File: src/rtl/puf_sched_pkg.sv
// ---------------------------------------------------------------------------
// puf_sched_pkg
// Shared types and helpers for the PUF evaluation sequencer.
//   state_e    : sequencer state encoding
//   RESP_UNIT  : response bits for length code 0
//   RESP_W     : response register width (RESP_UNIT << 3)
//   resp_bits  : length code -> number of response bits N
//   imax       : integer maximum, used to size the shared counter
// ---------------------------------------------------------------------------
package puf_sched_pkg;

    typedef enum logic [2:0] {
        ST_IDLE,
        ST_SETUP,
        ST_LOAD,
        ST_EVAL,
        ST_READ,
        ST_DONE
    } state_e;

    localparam int RESP_UNIT = 4;
    localparam int RESP_W    = RESP_UNIT << 3;

    function automatic int resp_bits(input logic [1:0] len);
        return RESP_UNIT << len;
    endfunction

    function automatic int imax(input int a, input int b);
        return (a > b) ? a : b;
    endfunction

endpackage

File: src/rtl/puf_sched_bitctr.sv
// ---------------------------------------------------------------------------
// puf_sched_bitctr
// Loadable down-counter with a zero flag. One instance times every state of
// the sequencer; it is reloaded on each state entry and saturates at zero.
// Ports:
//   clk, rstn : clock, asynchronous active-low reset
//   load_i    : load val_i this cycle (takes priority over decrement)
//   val_i     : reload value
//   cnt_o     : current count
//   zero_o    : count is zero
// ---------------------------------------------------------------------------
module puf_sched_bitctr #(
    parameter int W = 6
) (
    input  logic         clk,
    input  logic         rstn,
    input  logic         load_i,
    input  logic [W-1:0] val_i,
    output logic [W-1:0] cnt_o,
    output logic         zero_o
);

    logic [W-1:0] cnt_q;

    always_ff @(posedge clk or negedge rstn) begin
        if (!rstn) begin
            cnt_q <= '0;
        end else if (load_i) begin
            cnt_q <= val_i;
        end else if (cnt_q != '0) begin
            cnt_q <= cnt_q - W'(1);
        end
    end

    assign cnt_o  = cnt_q;
    assign zero_o = (cnt_q == '0);

endmodule

File: src/rtl/puf_eval_sched.sv
// ---------------------------------------------------------------------------
// puf_eval_sched
// Runs one challenge/response evaluation on the puf_super macro per accepted
// command: select/length setup with the PUF held in reset, serial challenge
// load on si (MSB first), settle after reset release, then N = RESP_UNIT<<len
// response bits collected from so into a right-aligned register.
//
// Optional feature (macro PUF_MAJVOTE_EN): three LOAD/EVAL/READ passes with a
// SETUP gap between them; the result is the bitwise majority of the passes and
// rsp_flip reports any disagreement. Without the macro: single pass, rsp_flip=0.
//
// Ports:
//   clk, rstn             : clock, asynchronous active-low reset
//   cmd_valid/cmd_ready   : command handshake; cmd_sel, cmd_len, cmd_chal payload
//   rsp_valid/rsp_ready   : response handshake; rsp_data, rsp_flip payload
//   busy                  : sequencer not idle
//   puf_rstn, puf_reset   : PUF macro resets
//   puf_si, puf_so        : PUF serial challenge in / response out
//   puf_sel, puf_length   : PUF select and length code
// ---------------------------------------------------------------------------
module puf_eval_sched
    import puf_sched_pkg::*;
#(
    parameter int CHAL_W    = 16,
    parameter int SETUP_CYC = 2,
    parameter int EVAL_CYC  = 4
) (
    input  logic              clk,
    input  logic              rstn,
    input  logic              cmd_valid,
    output logic              cmd_ready,
    input  logic [1:0]        cmd_sel,
    input  logic [1:0]        cmd_len,
    input  logic [CHAL_W-1:0] cmd_chal,
    output logic              rsp_valid,
    input  logic              rsp_ready,
    output logic [RESP_W-1:0] rsp_data,
    output logic              rsp_flip,
    output logic              busy,
    output logic              puf_rstn,
    output logic              puf_reset,
    output logic              puf_si,
    output logic [1:0]        puf_sel,
    output logic [1:0]        puf_length,
    input  logic              puf_so
);

    localparam int CNT_MAX = imax(imax(CHAL_W, RESP_W), imax(SETUP_CYC, EVAL_CYC));
    localparam int CNT_W   = $clog2(CNT_MAX + 1);

    state_e              state_q, state_d;
    logic                run_q;
    logic [1:0]          sel_q, sel_d, len_q, len_d;
    logic [CHAL_W-1:0]   chal_q, chal_d;
    logic [RESP_W-1:0]   rsp_q, rsp_d;
    logic                rsp_valid_q, rsp_valid_d;
    logic [CNT_W-1:0]    cnt, ld_val;
    logic                cnt_zero, cnt_load;
    logic                accept, chal_bit, read_bit, last_pass;

    // run_q rises on the first edge out of reset; it gates cmd_ready and
    // releases the PUF's own reset.
    assign cmd_ready = (state_q == ST_IDLE) && run_q;
    assign accept    = cmd_valid && cmd_ready;

    puf_sched_bitctr #(.W(CNT_W)) u_ctr (
        .clk    (clk),
        .rstn   (rstn),
        .load_i (cnt_load),
        .val_i  (ld_val),
        .cnt_o  (cnt),
        .zero_o (cnt_zero)
    );

    // During LOAD the counter runs CHAL_W-1..0, so it directly indexes the
    // challenge bit to send (MSB first).
    always_comb begin
        chal_bit = 1'b0;
        for (int k = 0; k < CHAL_W; k++) begin
            if (cnt == CNT_W'(k)) chal_bit = chal_q[k];
        end
    end

`ifdef PUF_MAJVOTE_EN
    logic [1:0]        pass_q, pass_d;
    logic [RESP_W-1:0] p0_q, p0_d, p1_q, p1_d;
    logic              flip_q, flip_d;
    logic              p0_bit, p1_bit;

    // In READ the counter runs N-1..0, which is also the position of the
    // current bit inside the right-aligned stored passes.
    always_comb begin
        p0_bit = 1'b0;
        p1_bit = 1'b0;
        for (int k = 0; k < RESP_W; k++) begin
            if (cnt == CNT_W'(k)) begin
                p0_bit = p0_q[k];
                p1_bit = p1_q[k];
            end
        end
    end

    assign last_pass = (pass_q == 2'd2);
    assign read_bit  = (p0_bit & p1_bit) | (p0_bit & puf_so) | (p1_bit & puf_so);
    assign rsp_flip  = flip_q;
`else
    assign last_pass = 1'b1;
    assign read_bit  = puf_so;
    assign rsp_flip  = 1'b0;
`endif

    // Next-state logic
    always_comb begin
        state_d = state_q;
        unique case (state_q)
            ST_IDLE:  if (accept)   state_d = ST_SETUP;
            ST_SETUP: if (cnt_zero) state_d = ST_LOAD;
            ST_LOAD:  if (cnt_zero) state_d = ST_EVAL;
            ST_EVAL:  if (cnt_zero) state_d = ST_READ;
            ST_READ:  if (cnt_zero) state_d = last_pass ? ST_DONE : ST_SETUP;
            ST_DONE:  if (rsp_valid_q && rsp_ready) state_d = ST_IDLE;
            default:  state_d = ST_IDLE;
        endcase
    end

    // Counter reloads on every state change with (duration - 1).
    assign cnt_load = (state_d != state_q);

    always_comb begin
        ld_val = '0;
        case (state_d)
            ST_SETUP: ld_val = CNT_W'(SETUP_CYC - 1);
            ST_LOAD:  ld_val = CNT_W'(CHAL_W - 1);
            ST_EVAL:  ld_val = CNT_W'(EVAL_CYC - 1);
            ST_READ:  ld_val = CNT_W'(resp_bits(len_q) - 1);
            default:  ld_val = '0;
        endcase
    end

    // Datapath next-state
    always_comb begin
        sel_d  = sel_q;
        len_d  = len_q;
        chal_d = chal_q;
        rsp_d  = rsp_q;
        // rsp_valid rises one cycle after entering DONE so the final shift
        // has settled; it falls on the handshake edge.
        rsp_valid_d = (state_q == ST_DONE) && !(rsp_valid_q && rsp_ready);
`ifdef PUF_MAJVOTE_EN
        pass_d = pass_q;
        p0_d   = p0_q;
        p1_d   = p1_q;
        flip_d = flip_q;
`endif
        if (accept) begin
            sel_d  = cmd_sel;
            len_d  = cmd_len;
            chal_d = cmd_chal;
            rsp_d  = '0;
`ifdef PUF_MAJVOTE_EN
            pass_d = 2'd0;
            p0_d   = '0;
            p1_d   = '0;
            flip_d = 1'b0;
`endif
        end
        if (state_q == ST_READ) begin
`ifdef PUF_MAJVOTE_EN
            unique case (pass_q)
                2'd0:    p0_d = {p0_q[RESP_W-2:0], puf_so};
                2'd1:    p1_d = {p1_q[RESP_W-2:0], puf_so};
                default: begin
                    rsp_d  = {rsp_q[RESP_W-2:0], read_bit};
                    flip_d = flip_q | (p0_bit ^ puf_so) | (p1_bit ^ puf_so);
                end
            endcase
            if (cnt_zero && !last_pass) pass_d = pass_q + 2'd1;
`else
            rsp_d = {rsp_q[RESP_W-2:0], read_bit};
`endif
        end
    end

    always_ff @(posedge clk or negedge rstn) begin
        if (!rstn) begin
            state_q     <= ST_IDLE;
            run_q       <= 1'b0;
            sel_q       <= '0;
            len_q       <= '0;
            chal_q      <= '0;
            rsp_q       <= '0;
            rsp_valid_q <= 1'b0;
`ifdef PUF_MAJVOTE_EN
            pass_q      <= '0;
            p0_q        <= '0;
            p1_q        <= '0;
            flip_q      <= 1'b0;
`endif
        end else begin
            state_q     <= state_d;
            run_q       <= 1'b1;
            sel_q       <= sel_d;
            len_q       <= len_d;
            chal_q      <= chal_d;
            rsp_q       <= rsp_d;
            rsp_valid_q <= rsp_valid_d;
`ifdef PUF_MAJVOTE_EN
            pass_q      <= pass_d;
            p0_q        <= p0_d;
            p1_q        <= p1_d;
            flip_q      <= flip_d;
`endif
        end
    end

    assign busy       = (state_q != ST_IDLE);
    assign rsp_valid  = rsp_valid_q;
    assign rsp_data   = rsp_q;
    assign puf_rstn   = run_q;
    assign puf_reset  = !((state_q == ST_EVAL) || (state_q == ST_READ));
    assign puf_si     = (state_q == ST_LOAD) && chal_bit;
    assign puf_sel    = sel_q;
    assign puf_length = len_q;

endmodule
File: config.mk
export PLATFORM = sky130hd
export DESIGN_NAME = puf_eval_sched
export DESIGN_NICKNAME = d
export VERILOG_FILES = /design/src/rtl/puf_sched_pkg.sv /design/src/rtl/puf_sched_bitctr.sv /design/src/rtl/puf_eval_sched.sv
export SDC_FILE = /design/constraint.sdc
export NUM_CORES = 1
export LEC_CHECK = 0
export CORE_MARGIN = 10
export CORE_UTILIZATION = 54
export CTS_CLUSTER_SIZE = 8
export DETAILED_ROUTE_END_ITERATION = 8
export PLACE_DENSITY_LB_ADDON = 0.12
export SKIP_LAST_GASP = 1
export SYNTH_ARGS = -nofsm -noshare
export SYNTH_HDL_FRONTEND = slang
export SYNTH_SLANG_ARGS = --single-unit
File: constraint.sdc
create_clock -name clk -period 4.1 [get_ports clk]
set_input_delay 0.82 -clock clk [delete_from_list [all_inputs] [get_ports clk]]
set_output_delay 0.82 -clock clk [all_outputs]
set_load 0.05 [all_outputs]
==> out/metrics.sh <==
GLOBAL_ROUTE.OVERFLOW_TOTAL=0
UNREPAIRED_SETUP_ENDPOINTS_AFTER_GLOBAL_ROUTING='false'
ANTENNA_CELLS=0
GRT_FIRST_PASS_WIRELENGTH_UM=12140
SYNTH.FF_LATCH_COUNT=63
TIMING.CRITICAL_PATH.TO_TYPE='primary output'
TIMING.REG2REG.WORST_PATH_DEPTH=7
FINISH.UTILIZATION_PCT=71.21
WORSTHOLDPATHCELLS=2
FLOORPLAN.CORE_AREA_MM2=0.005507
DP.FINAL_HPWL_UM=4969
POWER.STATIC_LEAKAGE_nW=1.771
STARTPOINT_TYPE='register'
SYNTH-SEQ-AREA-SHARE_PCT=51.55
VDD_IR_DROP_MAX_V=0.0005479
TOTALPOWERFINAL_W=0.003625
FIN_NETS=391
CTS_RESIZED=0
CTS_HOLD_BUF=0
CTS_TREE='built'
DETAILEDROUTE.FIRSTPASSITERATIONCOUNT=4
POST_ROUTE_CELLS_DRIVE_ABOVE_1_SHARE_PCT=13.11
POST-ROUTE-WORST-SETUP-SLACK_NS=0.1940
ANTENNA_FOUND_INITIAL=0
CLK_ROOT_BUFFER_CELL='sky130_fd_sc_hd__clkbuf_8'
CLOCK_SKEW_NS=0.01268
POST_SYNTHESIS_INSTANCE_AREA_MM2=0.003058
WORST_HOLD_PATH_TYPE='register to register'
FILLCELLCOUNT=455
ROWS=27
GRT_PASS1_VIAS=2411
ROUTE.DETAILED.DRC=0
CP_MAX_FO=10
PATH_CELLS='inv_1, ha_1, or3_1, nor3_2, o311ai_0, o32ai_1, and4b_1, clkdlybuf4s50_1'
ROUTED_WIRE_LENGTH_UM=7311
FINAL_HOLD_VIOL_COUNT=0
IO_PINS=68
CTS_MADE_BUFFERS=9
SYNTHESIS.YOSYS.WARNINGS=0
DRV_CAP=0
FINAL_MIN_PERIOD_OVER_CLOCK_PERIOD_PCT=95.27
DP_WORST_SETUP_SLACK_NS=0.5456
FINALMAXSLEWVIOLATIONS=0
NUMBER_OF_SYNTHESIZED_FLOPS_WITH_AN_ENABLE_PIN=0
CLOCK_INSERTION_DELAY_WORST_SKEW_NS=0.35
CTS.SINK_COUNT=63
TIMING.FMAX_GHz=0.2560
SYNTHFLOPTYPE='sky130_fd_sc_hd__dfrtp_1'
POST_SYNTH.CELL_AREA_AVG_UM2=10.09
SETUP.WORST_PATH.CLASS='register to primary output'
CLOCK_TREE.HTREE_LEVEL_COUNT=3
DRTANTENNAVIOLNETS=0
SYNTH-ASYNC-RESET-RATIO_PCT=100.0
WORST_PIN_SLEW_NS=1.060
SETUP_TOTAL_NEGATIVE_SLACK_NS=0
PORT_BUFFERS=66
SETUP_VIOL=0
CRITICAL_PATH.MAX_STAGE_DELAY_NS=0.80
R2R_SETUP_SLACK_NS=1.80
OUTCOME='finished clean'
NETLIST-CELL-TYPE-COUNT=53
CP_DATA_REQUIRED_TIME_NS=3.28
VIAS=2411
DR.FIRST_ITER.DRC_COUNT=66
CLOCKBUFFERDEPTH=2
GROUTE.USAGE.OVERALL_PCT=17.01
GRT_MAX_DEGREE=43
SYNTHESIS.INSTANCES=303
ROUTED_VIA_DENSITY=5.505
DIE_W_UM=95.25
LAYOUT-AREA-OVERHEAD-VS-SYNTH_PCT=28.23
FLOORPLAN_DIE_AREA_MM2=0.009073
CRIT_SLOWEST_CELL='sky130_fd_sc_hd__clkdlybuf4s50_1'
POWER.DENSITY_mW_PER_MM2=924.6
INITIAL_CORE_UTIL_PCT=55.53
WIRE_PER_INST_UM=16.69
SLEW_HEADROOM_PCT=29.14
FP.DIEH_UM=95.25
POST-CTS-SETUP-BUFFER-COUNT=0
CLK_TRANSITION_REPORTED_PATHS_NS=0.08
SYN-NUM-NETS=333
FINAL_PERIOD_MINUS_WORST_SETUP_SLACK_NS=3.906
PLACE.GP.CONGESTION=0.8437
CP_DATA_ARRIVAL_TIME_NS=3.09
[cells by family (layout without fill, tap and decap cells)]
| kind of cell | after synthesis | after routing | share of synthesized area [%] |
|---|---|---|---|
| XOR/XNOR | 6 | 6 | 1.719 |
| AO/OA/AOI/OAI | 31 | 31 | 7.775 |
| other | 2 | 2 | 0.2456 |
| AND/OR/NAND/NOR | 150 | 150 | 24.47 |
| multiplexers | 21 | 21 | 7.692 |
| buffers and inverters | 25 | 88 | 4.501 |
| flip-flops | 63 | 63 | 51.55 |
| adder cells (fa/ha/maj) | 5 | 5 | 2.046 |
[worst paths after layout]
path,from,to
max reg2reg,u_ctr.cnt_o[0]$_DFFE_PN0P_,u_ctr.cnt_o[2]$_DFFE_PN0P_
min in group asynchronous,rstn,chal_q[5]$_DFFE_PN0P_
max in group asynchronous,rstn,rsp_data[18]$_DFFE_PN0P_
max,u_ctr.cnt_o[1]$_DFFE_PN0P_,puf_si
min,rsp_data[3]$_DFFE_PN0P_,rsp_data[4]$_DFFE_PN0P_
min reg2reg,rsp_data[3]$_DFFE_PN0P_,rsp_data[4]$_DFFE_PN0P_
[worst max-delay path: cells and delay by family (launching register included)]
kind / cells / cell delay [ns]
compound gates: 2 / 0.39
fa+ha+maj: 1 / 0.29
buf+inv: 2 / 0.90
flops: 1 / 0.42
simple gates: 3 / 0.74
[synth_stat cells, types with 2 or more instances]
library cell | number | area [um2]
sky130_fd_sc_hd__and2_1 | 2 | 12.51
sky130_fd_sc_hd__a211oi_1 | 2 | 15.01
sky130_fd_sc_hd__nand2b_1 | 3 | 18.77
sky130_fd_sc_hd__dfrtp_1 | 63 | 1577
sky130_fd_sc_hd__inv_1 | 3 | 11.26
sky130_fd_sc_hd__buf_4 | 3 | 22.52
sky130_fd_sc_hd__a21oi_1 | 5 | 25.02
sky130_fd_sc_hd__nor2_1 | 7 | 26.28
sky130_fd_sc_hd__mux2_2 | 20 | 225.2
sky130_fd_sc_hd__xnor2_1 | 3 | 26.28
sky130_fd_sc_hd__nand3b_1 | 3 | 22.52
sky130_fd_sc_hd__conb_1 | 2 | 7.510
sky130_fd_sc_hd__nor2b_1 | 7 | 43.79
sky130_fd_sc_hd__o21ai_0 | 4 | 20.02
sky130_fd_sc_hd__buf_2 | 8 | 40.04
sky130_fd_sc_hd__o32ai_1 | 2 | 17.52
sky130_fd_sc_hd__buf_1 | 3 | 11.26
sky130_fd_sc_hd__a221oi_1 | 2 | 17.52
sky130_fd_sc_hd__o21a_1 | 2 | 15.01
sky130_fd_sc_hd__nand3_1 | 32 | 160.2
sky130_fd_sc_hd__nor3b_1 | 4 | 30.03
sky130_fd_sc_hd__nand2_1 | 75 | 281.5
sky130_fd_sc_hd__or3_1 | 3 | 18.77
sky130_fd_sc_hd__xor2_1 | 3 | 26.28
sky130_fd_sc_hd__or2_1 | 2 | 12.51
sky130_fd_sc_hd__buf_6 | 3 | 33.78
sky130_fd_sc_hd__ha_1 | 5 | 62.56
sky130_fd_sc_hd__nor3_1 | 3 | 15.01
sky130_fd_sc_hd__clkbuf_1 | 5 | 18.77
[stage by stage]
step	instances	cell area, um2	hold slack (ns)
6_report	438	3921	0.4898
3_5_place_dp	422	3700	0.4795
5_1_grt	438	3921	0.5111
2_1_floorplan	303	3058	0.4701
4_1_cts	438	3921	0.4950
3_3_place_gp	422	3700	0.4744
[layout by cell type (no fill, tap or decap), drive strengths merged, types with 4 or more instances in the layout]
cell	n
buf	4
ha	5
o21ai	5
nand2	76
nand3	32
nor3	4
nand2b	4
clkbuf	9
a21oi	6
mux2	20
nor2	7
dfrtp	63
nor3b	5
clkdlybuf4s50	65
nor2b	7
[final cells by class]
cell class,count,area [um2],area share (%)
Clock buffer,9,123.9,3.159
Clock inverter,7,97.59,2.489
Inverter,3,11.26,0.2872
Multi-Input combinational cell,215,1344,34.27
Sequential cell,63,1577,40.20
Tap cell,72,90.09,2.297
Timing Repair Buffer,69,678.2,17.29
[registers in the layout, summed over array words and instances, names as in the netlist]
signal and count:
rsp_data 32, chal_q 16, u_ctr.cnt_o 6, state_q 3
puf_length 2, puf_sel 2, puf_rstn 1, rsp_valid 1
[per-layer routing]
layer,part of all wire [%],global-route usage [%],vias up
met5,0,0,-
met2,52,27.61,55
met1,39,19.52,1198
met4,1.4,6.234,0
li1,-,-,1144
met3,7.8,7.463,14
[where the power goes]
group	internal, W	switching [W]	total [W]	leakage (nW)
logic	0.000704	0.00114	0.00184	0.852
registers	0.000900	0.000276	0.00118	0.814
clock network	0.000343	0.000265	0.000608	0.105
total	0.00195	0.00168	0.00363	1.77
(Power assumes the default switching activity.)
